$ cat config.mk
export PLATFORM = sky130hd
export DESIGN_NAME = sha1_pad
export DESIGN_NICKNAME = d
export VERILOG_FILES = /design/src/rtl/sha1_pad.sv
export SDC_FILE = /design/constraint.sdc
export NUM_CORES = 1
export LEC_CHECK = 0
export BUFFER_PORTS_ARGS = -buffer_cell sky130_fd_sc_hd__buf_2
export CORE_UTILIZATION = 48
export CTS_BUF_LIST = sky130_fd_sc_hd__clkbuf_8
export DETAILED_ROUTE_END_ITERATION = 6
export PLACE_DENSITY = 0.73
export SLEW_MARGIN = 20
export SYNTH_ARGS = -nofsm -noshare
export SYNTH_HDL_FRONTEND = slang
export SYNTH_SLANG_ARGS = --single-unit
$ cat constraint.sdc
create_clock -name clk -period 4.3 [get_ports clk]
set_input_delay 0.86 -clock clk [delete_from_list [all_inputs] [get_ports clk]]
set_output_delay 0.86 -clock clk [all_outputs]
set_load 0.005 [all_outputs]
$ cat src/rtl/sha1_pad.sv
// sha1_pad -- SHA-1 message padder.
//
// Accepts a message as a stream of 32-bit big-endian words and emits
// 512-bit blocks padded with the standard 0x80 marker byte, zero fill
// and 64-bit big-endian bit length in the last two words of the final
// block. When the padding does not fit, an extra block is produced.
//
// Parameters:
//   N          data word width in bits (only 32 is supported)
//
// Ports:
//   clk        clock, rising edge
//   rst_n      synchronous active-low reset
//   s_valid    message word valid
//   s_ready    message word accepted when s_valid && s_ready (FILL only)
//   s_data     message word, [31:24] is the first byte
//   s_last     final word of the message
//   s_bytes    valid bytes in the final word (0 means 4)
//   blk_valid  padded block available
//   blk_ready  downstream takes the block when blk_valid && blk_ready
//   blk_data   block, word 0 in [511:480], word 15 in [31:0]
//   blk_last   block is the final block of the message
//   blk_cnt    (only with SHA1_PAD_BLKCNT_EN) 0-based block index
//
// Configuration macro: SHA1_PAD_BLKCNT_EN adds the blk_cnt output.

module sha1_pad #(
    parameter int N = 32
) (
    input  logic         clk,
    input  logic         rst_n,
    input  logic         s_valid,
    output logic         s_ready,
    input  logic [N-1:0] s_data,
    input  logic         s_last,
    input  logic [1:0]   s_bytes,
    output logic         blk_valid,
    input  logic         blk_ready,
    output logic [511:0] blk_data,
    output logic         blk_last
`ifdef SHA1_PAD_BLKCNT_EN
    ,
    output logic [15:0]  blk_cnt
`endif
);

    typedef enum logic [2:0] {
        FILL = 3'd0,
        PADW = 3'd1,
        ZERO = 3'd2,
        LENH = 3'd3,
        LENL = 3'd4,
        EMIT = 3'd5
    } state_t;

    // Registered state
    state_t      state_q, state_d;
    state_t      pend_q, pend_d;      // state to resume after a non-final EMIT
    logic [3:0]  wcnt_q, wcnt_d;      // word index written this cycle
    logic [63:0] len_q, len_d;        // message length in bits
    logic        last_q, last_d;      // blk_last
    logic [31:0] buf_q [16];          // block buffer, one entry per word

    // Buffer write port
    logic        wr_en;
    logic [31:0] wr_data;

    logic        hs;

    // Final word: keep the valid bytes, place the 0x80 marker right after
    // them and clear whatever follows.
    function automatic logic [31:0] tail_word(input logic [31:0] d,
                                              input logic [1:0]  nb);
        logic [31:0] w;
        case (nb)
            2'd1:    w = {d[31:24], 8'h80, 16'h0000};
            2'd2:    w = {d[31:16], 8'h80, 8'h00};
            2'd3:    w = {d[31:8], 8'h80};
            default: w = d;
        endcase
        return w;
    endfunction

    // Next state after a padding word written at index w. Index 15 closes
    // the block; index 13 hands words 14/15 over to the length fields.
    function automatic state_t after_pad(input logic [3:0] w);
        state_t s;
        if (w == 4'd15) begin
            s = EMIT;
        end else if (w == 4'd13) begin
            s = LENH;
        end else begin
            s = ZERO;
        end
        return s;
    endfunction

    assign hs = (state_q == EMIT) && blk_ready;

    // Next-state and write-port logic
    always_comb begin
        state_d = state_q;
        pend_d  = pend_q;
        wcnt_d  = wcnt_q;
        len_d   = len_q;
        last_d  = last_q;
        wr_en   = 1'b0;
        wr_data = '0;

        case (state_q)
            FILL: begin
                if (s_valid) begin
                    wr_en  = 1'b1;
                    wcnt_d = wcnt_q + 4'd1;
                    if (!s_last) begin
                        wr_data = s_data;
                        len_d   = len_q + 64'd32;
                        if (wcnt_q == 4'd15) begin
                            state_d = EMIT;
                            pend_d  = FILL;
                        end
                    end else if (s_bytes == 2'd0) begin
                        wr_data = s_data;
                        len_d   = len_q + 64'd32;
                        if (wcnt_q == 4'd15) begin
                            state_d = EMIT;
                            pend_d  = PADW;
                        end else begin
                            state_d = PADW;
                        end
                    end else begin
                        wr_data = tail_word(s_data, s_bytes);
                        len_d   = len_q + {59'd0, s_bytes, 3'b000};
                        state_d = after_pad(wcnt_q);
                        pend_d  = ZERO;
                    end
                end
            end

            PADW: begin
                wr_en   = 1'b1;
                wr_data = 32'h8000_0000;
                wcnt_d  = wcnt_q + 4'd1;
                state_d = after_pad(wcnt_q);
                pend_d  = ZERO;
            end

            ZERO: begin
                wr_en   = 1'b1;
                wr_data = '0;
                wcnt_d  = wcnt_q + 4'd1;
                state_d = after_pad(wcnt_q);
                pend_d  = ZERO;
            end

            LENH: begin
                wr_en   = 1'b1;
                wr_data = len_q[63:32];
                wcnt_d  = wcnt_q + 4'd1;
                state_d = LENL;
            end

            LENL: begin
                wr_en   = 1'b1;
                wr_data = len_q[31:0];
                wcnt_d  = '0;
                state_d = EMIT;
                last_d  = 1'b1;
            end

            EMIT: begin
                if (blk_ready) begin
                    wcnt_d = '0;
                    last_d = 1'b0;
                    if (last_q) begin
                        state_d = FILL;
                        len_d   = '0;
                    end else begin
                        state_d = pend_q;
                    end
                end
            end

            default: begin
                state_d = FILL;
                wcnt_d  = '0;
                len_d   = '0;
                last_d  = 1'b0;
            end
        endcase
    end

    always_ff @(posedge clk) begin
        if (!rst_n) begin
            state_q <= FILL;
            pend_q  <= FILL;
            wcnt_q  <= '0;
            len_q   <= '0;
            last_q  <= 1'b0;
            for (int unsigned i = 0; i < 16; i++) begin
                buf_q[i] <= '0;
            end
        end else begin
            state_q <= state_d;
            pend_q  <= pend_d;
            wcnt_q  <= wcnt_d;
            len_q   <= len_d;
            last_q  <= last_d;
            if (wr_en) begin
                buf_q[wcnt_q] <= wr_data;
            end
        end
    end

    // The buffer is never written in EMIT, so it can drive blk_data
    // directly and stays stable until the handshake.
    always_comb begin
        blk_data = '0;
        for (int unsigned i = 0; i < 16; i++) begin
            blk_data[511 - 32*i -: 32] = buf_q[i];
        end
    end

    assign s_ready   = (state_q == FILL);
    assign blk_valid = (state_q == EMIT);
    assign blk_last  = last_q;

`ifdef SHA1_PAD_BLKCNT_EN
    logic [15:0] cnt_q;

    always_ff @(posedge clk) begin
        if (!rst_n) begin
            cnt_q <= '0;
        end else if (hs) begin
            cnt_q <= last_q ? 16'd0 : cnt_q + 16'd1;
        end
    end

    assign blk_cnt = cnt_q;
`else
    logic unused_hs;
    assign unused_hs = hs;
`endif

endmodule

== Word-level counts from Yosys, hierarchy flattened ==
Memory sizes are Yosys's and may differ from the RTL's.
Index checks and enable logic that the tools add are counted.
Cells by class
  add/subtract/negate cells: 3
  equality and inequality tests: 15
  multiplexer cells: 41
  bitwise operators: 2
  reductions and logical operators: 13
Operator list (number)
  $mux 64: 5
  $pmux 64 s3: 1
  $pmux 32 s4: 1
  $pmux 24 s3: 1
  $add 64x5->64: 1
  $add 64x6->64 const B: 1
  $mux 32: 2
  $mux 24: 2
  $mux 3: 13
  $reduce_or 32->1: 1
  $pmux 3 s5: 1
  $mux 4: 3
  $pmux 4 s3: 1
  $eq 4x4->1 const B: 2
  $mux 1: 8
  $reduce_and 4->1: 2
  $reduce_or 4->1: 2
  $eq 3x2->1 const B: 2
  $eq 3x3->1 const B: 2
  $pmux 3 s2: 1
  $add 4x1->4 const B: 1
  $eq 2x2->1 const B: 2
  $ne 2x1->1 const B: 2
  $reduce_and 2->1: 2
  other kinds (14): 15
Storage, ports and cells
  flip-flop bits (word level): 75
  RAM bits: 512
  input bits: 39
  output and inout bits: 515
  logic and storage cells: 80
  memories: 1
Memories
  buf_q: depth 16, width 32, rd ports 16, clocked after memory_dff 0, wr ports 16, line 62  | logic [31:0] buf_q [16];

== Depth between registers and ports, before layout ==
Gate-level depths: netlist of run 1.
  depth after elaboration: 8
  gate-level depth with buffers: 9
  gate-level depth less buffers: 7

== Worst setup path after synthesis of run 1 ==
Ideal clock, no wire load.
  path type: input to register
  from: in s_valid
  to: reg len_q[56]
  library setup time: 0.121 ns
  arrival: 2.941 ns
  data required time: 4.179 ns
  path slack: 1.238 ns
  stages: 8
  path buffers: 2
  path through: or4b_1 > buf_2 > o21a_1 > buf_6 > nor4_4 > nand4_2 > or3_1 > mux2_4
On the way
  cells in the longest elaborated chain, start to end: 2
RTL lines
  start, declared: line 32  | input logic s_valid,
  $ne 2x2->1 (no source line)
  $reduce_and 4->1 (no source line)
  end signal, assigned: line 207  | len_q <= len_d;
  end, declared: line 60  | logic [63:0] len_q, len_d;
No other way between the ends.
A chain may end at the register's enable or synchronous reset.

==> metrics.md, run 1 <==
| Metric | Value |
|---|---|
| Area of the multi-input gates | `4740 um2` |
| Reg area | `16800 um2` |
| Clk sinks | `583` |
| WL final | `74.5 mm` |
| Max Slew Vio Count | `0` |
| Post-placement cell area | `25600 um2` |
| Count leader, synth | `nor2_1` |
| Main area contributors after synthesis | `edfxtp_1 70%, nor2_1 10%, dfxtp_1 6.5%` |
| Startpoint Class | `flip-flop` |
| Maxcap violations | `0` |
| Leading area contributor after synthesis | `edfxtp_1` |
| Die Ht | `216 um` |
| Layout area overhead | `25.0%` |
| Pin count of the biggest net entering global routing | `33` |
| Drt first pass iters | `7` |
| Peak Freq | `0.327 GHz` |
| Synthesized flop and latch total | `583` |
| Clk pin slew, worst setup/hold paths | `0.06 ns` |
| Vias in the first global route | `15117` |
| Vias | `16432` |
| Post-CTS setup buffer count | `0` |
| Leakage | `10.9 nW` |
| Syn Nets | `1708` |
| Register area share after synthesis | `76.6%` |
| Vias per cell | `5.61` |
| DRT iter0 DRCs | `2096` |
| Bufs on Longest Clock Path | `3` |
| CP arrival | `3.45 ns` |
| Min Clock Period, post-route | `3.06 ns` |
| Post-synthesis average cell area | `13.2 um2` |
| Slew margin rel. | `29.5%` |
| Status | `completed` |
| Yosys top cell area share | `70.1%` |
| Clock skew | `0.0291 ns` |
| CP Max Fanout | `14` |
| First-pass GRT wire length | `104 mm` |
| Synth unique cells | `58` |
| YS warnings | `0` |
| PortBufs | `553` |
| Rows | `77` |
| Slew @ Worst Pin | `1.05 ns` |
| Gr usage total | `31.2%` |
| Worst hold-check path type | `flip-flop to flip-flop` |
| Antenna cells | `0` |
| Final Setup Violations | `0` |
| Die area | `46600 um2` |
| DP HPWL | `51.7 mm` |
| I/O pins | `554` |
| Netlist Area Pre-Place | `21900 um2` |
| Synth Flop Type | `edfxtp_1` |
| CP Data Required Time | `4.69 ns` |
| Share of layout cells above drive strength 1 | `33.1%` |
| Initial core utilization | `49.2%` |
| Endpoints failing hold | `0` |
| NumNets Final | `2307` |
| CTS root buffer | `clkbuf_8` |
| DRC Markers | `0` |
| Design area | `27400 um2` |
| Initial antenna violation count | `0` |
| RSZ-0062 raised after global routing | `false` |
| Setup CP Type | `flip-flop to flip-flop` |
| VDD IR max | `0.220 mV` |
| GRT overflow | `0` |
| Critical Path End Type | `flip-flop` |
| Global placement routability congestion | `0.974` |
| Fin crit share | `71.1%` |
| Pwr dens | `435 nW/um2` |
| Setup TNS Final | `0 ns` |
| CTS tree | `built` |
| CTS Buf Count | `94` |
| Clk Latency, worst-skew pair | `0.68 ns` |
| CTS-repair resized insts | `0` |
| Hold-fix buffers, CTS | `0` |
| Fill cell count | `3479` |
| Gate Count Post-Synth | `1661` |
| Total core area | `44600 um2` |
| Number of synthesized flops with an enable pin | `512` |
| Post-route ant nets | `0` |
| Commonest cells post-synth | `586 x nor2_1, 512 x edfxtp_1, 109 x clkbuf_1` |
| Die width | `216 um` |
| Post-synth ARST share | `0%` |
| H-tree depth | `3` |
| Routed len/inst | `25.4 um` |
[final timing paths]
| kind | from | endpoint | slack (ns) | cells after the start |
|---|---|---|---|---|
| min | pend_q[0] | pend_q[0] | 0.48 | 2 |
| max reg2reg | state_q[2] | buf_q[5][25] | 1.24 | 7 |
| max | state_q[2] | buf_q[5][25] | 1.24 | 7 |
| min reg2reg | pend_q[0] | pend_q[0] | 0.48 | 2 |
[flip-flops by register name, indices dropped and copies added (netlist names)]
name,cells
buf_q,512
pend_q,2
wcnt_q,4
state_q,3
blk_last,1
len_q,61
[per-stage QoR]
| step | cells | total power, W | worst slack [ns] | util [%] | hold WS (ns) |
|---|---|---|---|---|---|
| final | 2931 | 0.0119 | 1.24 | 61.5 | 0.481 |
| after global routing | 2931 | 0.0123 | 1.01 | 61.5 | 0.519 |
| after CTS | 2931 | 0.0120 | 1.24 | 61.5 | 0.481 |
| after detailed placement | 2756 | 0.00743 | 0.984 | 57.4 | 0.471 |
| after global placement | 2756 | 0.00741 | 1.01 | 57.4 | 0.474 |
| after floorplan | 1661 | 0.00688 | 1.24 | - | 0.441 |
[layout by cell type, fill, tap and decap left out, types with 10 or more instances in the layout]
cell type,instances
buf_4,66
nand2_2,11
or3_1,12
nor2_1,586
clkinv_2,14
nor3_1,10
inv_1,44
nor4_1,14
clkinv_1,23
xnor2_1,28
edfxtp_1,512
dfxtp_1,71
o21ai_0,20
nand2_1,37
and3_1,11
a21oi_1,18
a222oi_1,29
buf_2,553
nand3_2,10
clkbuf_8,98
nand3_1,30
nand4_1,24
xor2_1,22
[worst max-delay path: stages (launching register included)]
cell and delay [ns]:
dfxtp_1 0.57, clkinv_1 0.39, nand2_1 0.26, inv_1 0.07, and2_1 0.33, a222oi_1 0.68, buf_4 0.37, nor2_1 0.08
[kinds of logic (layout without fill, tap and decap cells)]
kind of cell | after synthesis | in the layout | synth area share, %
AND/OR/NAND/NOR | 784 | 784 | 15.1
flip-flops | 583 | 583 | 76.6
buffers and inverters | 132 | 810 | 2.32
AO/OA/AOI/OAI | 102 | 102 | 3.44
XOR/XNOR | 50 | 50 | 2.00
adder cells (fa/ha/maj) | 8 | 8 | 0.490
multiplexers | 2 | 2 | 0.114
[layer usage]
layer / share of wire [%] / track usage [%] / wire length, um / vias to the layer above
met1: 36 / 39.4 / 26800 / 8033
li1: - / - / - / 7072
met3: 11 / 6.88 / 8110 / 148
met4: 4.0 / 14.7 / 2990 / 0
met2: 49 / 51.3 / 36500 / 1179
met5: 0 / 0 / 0 / -
[where the power goes]
part | switching, W | internal, W
Clock | 0.00223 | 0.00239
Combinational | 0.000622 | 0.000247
Sequential | 0.0000823 | 0.00637
[area by class of cell]
type	count	share of cell area, %
well taps	592	2.70
clock buffers	98	4.92
repair buffers	619	11.9
flip-flops and latches	583	61.2
inverters	16	0.219
clock inverters	77	1.73
multi-input cells	946	17.3
Note: power is estimated with default switching activity, not from simulation.
==> run 2, diff against run 1 <==
==> constraint.sdc (replaced) <==
create_clock -name clk -period 2.9 [get_ports clk]
set_input_delay 0.58 -clock clk [delete_from_list [all_inputs] [get_ports clk]]
set_output_delay 0.58 -clock clk [all_outputs]
set_load 0.005 [all_outputs]
==> run 2 against run 1 <==
  * The flow now finishes with violations (design-rule violations)
  * First-iteration DRC count rose by 2.0%
  * Critical endpoint is now buf_q[11][24]
  * Clock skew down 0.011 ns
  * Largest cell class unchanged
  * Core utilization rose by 1.0 points
  * Global-route usage is 0.30 points higher
  * Wire length up 0.35%
  * Non-clock buffer count is 45 higher
  * Final cell count up 1.4%
  * Sequential power grew 48%
  * Worst hold slack worse by 0.19 ns
  * Count of clock-buffer cells in the layout is 4 lower
  * Power grew 47%
==> metrics.md, run 2 (synthesized netlist as in run 1, its figures left out) <==
| Metric | Value |
|---|---|
| Die Ht | `216 um (unchanged)` |
| Largest register FFs | `512 (unchanged)` |
| Leakage | `11.1 nW (+2.1%)` |
| Critical Path End Type | `flip-flop` |
| Min Clock Period, post-route | `2.73 ns (-0.324 ns)` |
| DRT iter0 DRCs | `2138 (+2.0%)` |
| DRC Markers | `15 (+15)` |
| Status | `finished, violations left` |
| Vias in the first global route | `15775 (+4.4%)` |
| Clk pin slew, worst setup/hold paths | `0.07 ns (about the same)` |
| Hold-fix buffers, CTS | `0 (unchanged)` |
| Reg power frac | `54.5% (+0.5 points)` |
| Die area | `46600 um2 (unchanged)` |
| Drt first pass iters | `7 (unchanged)` |
| Total Power | `0.0175 W (+47%)` |
| Initial core utilization | `49.2% (unchanged)` |
| Routed len/inst | `25.1 um (-1.1%)` |
| Layout area overhead | `27.1%` |
| GRT overflow | `0 (unchanged)` |
| DP HPWL | `52.6 mm (+1.8%)` |
| Most common cell after layout, fill and taps aside | `nor2_1` |
| Comb pwr share | `7.9% (+0.6 points)` |
| Maxcap violations | `0 (unchanged)` |
| VDD IR max | `0.339 mV (+54%)` |
| Total core area | `44600 um2 (unchanged)` |
| Design area | `27900 um2 (+1.6%)` |
| Slew margin rel. | `29.3% (-0.19 points)` |
| CTS tree | `built` |
| CTS Buf Count | `92 (-2.1%)` |
| CTS root buffer | `clkbuf_8` |
| H-tree depth | `3 (unchanged)` |
| Gr usage total | `31.5% (+0.30 points)` |
| Most frequent cells in the layout | `586 x nor2_1, 553 x buf_2, 512 x edfxtp_1, 94 x clkbuf_8, 94 x buf_4` |
| CP Max Fanout | `14 (unchanged)` |
| Max Slew Vio Count | `0 (unchanged)` |
| Worst setup margin | `0.168 ns (-1.08 ns)` |
| Vias | `16703 (+1.6%)` |
| I/O pins | `554 (unchanged)` |
| Largest registers | `buf_q x512, len_q x61, wcnt_q x4` |
| Clk sinks | `583 (unchanged)` |
| CP Data Required Time | `3.31 ns (-1.38 ns)` |
| Share of layout cells above drive strength 1 | `33.9% (+0.86 points)` |
| PortBufs | `553 (unchanged)` |
| Post-route ant nets | `0 (unchanged)` |
| Die width | `216 um (unchanged)` |
| Bufs on Longest Clock Path | `3 (unchanged)` |
| Startpoint Class | `flip-flop` |
| Endpoints failing hold | `0 (unchanged)` |
| Power Internal | `0.0133 W (+47%)` |
| RSZ-0062 raised after global routing | `false` |
| Largest Register | `buf_q` |
| Slew @ Worst Pin | `1.06 ns (+0.00658 ns)` |
| Worst hold-check path type | `primary input to flip-flop` |
| Peak Freq | `0.366 GHz (+12%)` |
| Failing checks | `design-rule violations` |
| Setup CP Type | `flip-flop to flip-flop` |
| WL final | `74.7 mm (+0.35%)` |
| Setup TNS Final | `0 ns (unchanged)` |
| Global placement routability congestion | `0.943 (-3.3%)` |
| Pin count of the biggest net entering global routing | `33 (unchanged)` |
| Post-placement cell area | `26100 um2 (+2.0%)` |
| Final Setup Violations | `0 (unchanged)` |
| Initial antenna violation count | `1 (+1)` |
| NumNets Final | `2350 (+1.9%)` |
| Clk Latency, worst-skew pair | `0.68 ns (about the same)` |
| Pre-CTS setup slack | `0.101 ns (-0.883 ns)` |
| Part of the power in the clock network | `37.6% (-1.1 points)` |
| First-pass GRT wire length | `105 mm (+1.2%)` |
| Clock skew | `0.0183 ns (-0.0109 ns)` |
| Switch Pwr | `0.00427 W (+45%)` |
| Switching portion of total power | `24.4% (-0.23 points)` |
| Rows | `77 (unchanged)` |
| Fin crit share | `94.2% (+23 points)` |
| Vias per cell | `5.62 (+0.21%)` |
| CP arrival | `3.14 ns (-0.31 ns)` |
| Pwr dens | `629 nW/um2 (+44%)` |
## run 2: final cells by class
type,instances,area [um2]
Sequential cell,583,16800
Clock buffer,94,1290
Tap cell,592,741
Inverter,16,60.1
Clock inverter,77,428
Antenna cell,1,2.50
Multi-Input combinational cell,946,4740
Fill cell,3446,16700
Timing Repair Buffer,664,3810
## run 2: final timing paths
kind,start,slack [ns],endpoint,depth (start not counted)
max reg2reg,state_q[0],0.17,buf_q[11][24],7
min reg2reg,pend_q[0],0.49,pend_q[0],2
min,blk_ready,0.29,state_q[2],4
max,state_q[0],0.17,buf_q[11][24],7
## run 2: repair_timing
item / in CTS / in global routing
endpoints found under the hold margin: 0 / 0
setup endpoints to repair: 0 / 45
buffers inserted: 0 / 4
resized for setup: 0 / 0
## run 2: critical path: stages (launching register included)
cell,delay [ns]
dfxtp_1,0.58
nor2_1,0.21
nand2_1,0.22
inv_1,0.07
and2_1,0.36
a222oi_1,0.54
buf_4,0.37
nor2_1,0.10
## run 2: stage by stage
| step | hold WS (ns) | cells | util, % |
|---|---|---|---|
| after floorplan | 0.441 | 1661 | - |
| after global placement | 0.480 | 2797 | 58.6 |
| after detailed placement | 0.481 | 2797 | 58.6 |
| after CTS | 0.237 | 2968 | 62.4 |
| after global routing | 0.342 | 2973 | 62.5 |
| final | 0.291 | 2973 | 62.5 |
## run 2: power groups by stage
stage / Combinational (W) / Clock, W / Sequential [W]
2_1_floorplan: 0.000460 / 0 / 0.00975
3_3_place_gp: 0.00136 / 0 / 0.00971
3_5_place_dp: 0.00137 / 0 / 0.00972
4_1_cts: 0.00138 / 0.00666 / 0.00955
5_1_grt: 0.00145 / 0.00695 / 0.00957
6_report: 0.00139 / 0.00659 / 0.00955
## run 2: per-layer routing
metal,wire length [um],track usage [%],share of wire [%],vias to the layer above
met5,0,0,0,-
met4,3450,16.0,4.6,0
met3,8160,6.67,11,171
met2,36600,51.7,49,1221
met1,26500,39.5,35,8149
li1,-,-,-,7162
==> run 3, diff against run 2 <==
==> constraint.sdc (replaced) <==
create_clock -name clk -period 3.55 [get_ports clk]
set_input_delay 0.71 -clock clk [delete_from_list [all_inputs] [get_ports clk]]
set_output_delay 0.71 -clock clk [all_outputs]
set_load 0.005 [all_outputs]
==> run 3 against run 2 <==
  * The run still ends with design-rule violations left
  * Setup slack better by 0.12 ns
  * Register-to-register slack better by 0.12 ns
  * Clock skew increased by 0.012 ns
  * Sequential cell count is the same
  * First-iteration DRC count increased by 11%
  * Power fell by 19%
  * Critical path type unchanged
  * Largest cell class unchanged
==> metrics.md, run 3 (synthesized netlist as in run 1, its figures left out) <==
| Metric | Value |
|---|---|
| Status | `finished, violations left` |
| Failing checks | `design-rule violations` |
| Clock skew | `0.0305 ns (+0.0122 ns)` |
| Hold Path Origin | `blk_ready` |
| Rows | `77 (unchanged)` |
| Slew margin rel. | `42.2% (+13 points)` |
| DRT iter0 DRCs | `2370 (+11%)` |
| Maxcap violations | `0 (unchanged)` |
| Fin crit share | `92.0% (-2.3 points)` |
| Hold-fix buffers, CTS | `0 (unchanged)` |
| Most frequent cells in the layout | `586 x nor2_1, 553 x buf_2, 512 x edfxtp_1, 96 x clkbuf_8, 76 x buf_4` |
| GR Util met3 | `7.50% (+0.83 points)` |
| First-pass GRT wire length | `103 mm (-1.8%)` |
| CP arrival | `3.65 ns (+0.51 ns)` |
| Layout area overhead | `25.2%` |
| Max Slew Vio Count | `0 (unchanged)` |
| CP Max Fanout | `14 (unchanged)` |
| Share of layout cells above drive strength 1 | `33.1% (-0.83 points)` |
| Reg2reg end | `buf_q[14][23]` |
| I/O pins | `554 (unchanged)` |
| Worst hold-check path type | `primary input to flip-flop` |
| Post-route ant nets | `0 (unchanged)` |
| Pre-CTS setup slack | `0.410 ns (+0.309 ns)` |
| Leakage | `10.9 nW (-1.7%)` |
| Die width | `216 um (unchanged)` |
| Hold path depth | `4 (unchanged)` |
| NumNets Final | `2320 (-1.3%)` |
| Gr busiest metal | `met2` |
| Largest Register | `buf_q` |
| Crit-path cells | `clkinv_1, nand2_1, inv_1, and2_1, a222oi_1, buf_4, nor2_1` |
| Post-Layout Cell Count | `2938 (-1.2%)` |
| Part of the power in the clock network | `37.5% (about the same)` |
| Slew @ Worst Pin | `0.864 ns (-0.197 ns)` |
| Pin count of the biggest net entering global routing | `33 (unchanged)` |
| RSZ-0062 raised after global routing | `false` |
| Total core area | `44600 um2 (unchanged)` |
| Endpoints failing hold | `0 (unchanged)` |
| Global placement routability congestion | `0.935 (-0.81%)` |
| Initial antenna violation count | `2 (+1)` |
| Clk sinks | `583 (unchanged)` |
| Clk pin slew, worst setup/hold paths | `0.06 ns (about the same)` |
| Hold path endpoint | `state_q[2]` |
| Critical Path End Type | `flip-flop` |
| CTS Buf Count | `92 (unchanged)` |
| M2 GR Usage | `51.3% (-0.47 points)` |
| FF-to-FF path depth | `7 (unchanged)` |
| Power Internal | `0.0108 W (-19%)` |
| DRC Markers | `9 (-6)` |
| Hold WS | `0.402 ns (+0.111 ns)` |
| FF-to-FF Start | `state_q[2]` |
| Max incr delay on CP | `0.79 ns (+0.21 ns)` |
| Most common cell after layout, fill and taps aside | `nor2_1` |
| GRT overflow | `0 (unchanged)` |
| Total placed cells including tap cells | `2771 (-0.93%)` |
| VDD IR max | `0.287 mV (-15%)` |
| Initial core utilization | `49.2% (unchanged)` |
| Die area | `46600 um2 (unchanged)` |
| Met1 Track Usage GR | `38.1% (-1.4 points)` |
| CTS tree | `built` |
| Pwr dens | `517 nW/um2 (-18%)` |
| Comb pwr share | `7.6% (-0.3 points)` |
| Drt first pass iters | `7 (unchanged)` |
| Startpoint Class | `flip-flop` |
| Worst setup margin | `0.286 ns (+0.118 ns)` |
| Antenna cells | `0 (-1)` |
| Clk Latency, worst-skew pair | `0.67 ns (about the same)` |
| CTS-repair resized insts | `0 (unchanged)` |
| Post-CTS setup buffer count | `0 (unchanged)` |
| WL final | `73.5 mm (-1.6%)` |
| Flop2flop setup slack | `0.29 ns (+0.12 ns)` |
| Peak Freq | `0.306 GHz (-16%)` |
| Switching portion of total power | `24.4% (about the same)` |
| Routed len/inst | `25.0 um (-0.47%)` |
| Largest register FFs | `512 (unchanged)` |
| H-tree depth | `3 (unchanged)` |
| Gr usage total | `30.8% (-0.63 points)` |
| CP Data Required Time | `3.93 ns (+0.62 ns)` |
| Vias per cell | `5.56 (-1.0%)` |
| Setup CP Type | `flip-flop to flip-flop` |
| Switch Pwr | `0.00347 W (-19%)` |
| CTS root buffer | `clkbuf_8` |
| Bufs on Longest Clock Path | `3 (unchanged)` |
| Fill cell count | `3439 (-0.20%)` |
| Vias | `16334 (-2.2%)` |
| Setup TNS Final | `0 ns (unchanged)` |
| Vias in the first global route | `15213 (-3.6%)` |
| PortBufs | `553 (unchanged)` |
| Min Clock Period, post-route | `3.26 ns (+0.532 ns)` |
| Largest registers | `buf_q x512, len_q x61, wcnt_q x4` |
| Die Ht | `216 um (unchanged)` |
| Reg power frac | `54.9% (+0.4 points)` |
| Worst path slowest cell | `a222oi_1` |
| DP HPWL | `51.2 mm (-2.6%)` |
| Final Setup Violations | `0 (unchanged)` |
run 3: worst max-delay path by stage:
stage,start,cells past startpoint,to
after CTS,state_q[2],7,buf_q[14][23]
final,state_q[2],7,buf_q[14][23]
after global routing,state_q[2],7,buf_q[11][23]
after floorplan,s_valid,8,len_q[56]
after global placement,state_q[2],7,buf_q[10][23]
after detailed placement,state_q[2],7,buf_q[14][23]
run 3: worst max-delay path, delay by kind of cell (launching register included):
kind / cells / cell delay [ns]
AO/OA/AOI/OAI: 1 / 0.79
buffers and inverters: 3 / 0.88
flip-flops: 1 / 0.57
AND/OR/NAND/NOR: 3 / 0.71
run 3: metal layers:
layer  vias up  share of wire (%)
li1       7103                  -
met1      7885                 35
met2      1172                 49
met3       170                 12
met4         4                4.1
met5         -              0.031
run 3: through the flow:
stage                     instance area, um2  power, W  util, %
after floorplan                        21900   0.00834        -
after global placement                 25800   0.00899     57.8
after detailed placement               25800   0.00902     57.8
after CTS                              27500    0.0143     61.6
after global routing                   27500    0.0146     61.6
final                                  27500    0.0142     61.6
run 3: cell type report:
cell class,instances,area [um2],area share [%]
clock inverters,71,377,1.37
inverters,16,60.1,0.219
well taps,592,741,2.70
multi-input cells,946,4740,17.3
clock buffers,96,1320,4.81
repair buffers,634,3440,12.5
flip-flops and latches,583,16800,61.1
run 3: power groups by stage:
stage                     clock network, W  logic, W  registers [W]
after CTS                          0.00539   0.00107        0.00780
after detailed placement                 0   0.00107        0.00794
after global placement                   0   0.00106        0.00793
after global routing               0.00565   0.00112        0.00782
after floorplan                          0  0.000375        0.00796
final                              0.00534   0.00108        0.00780
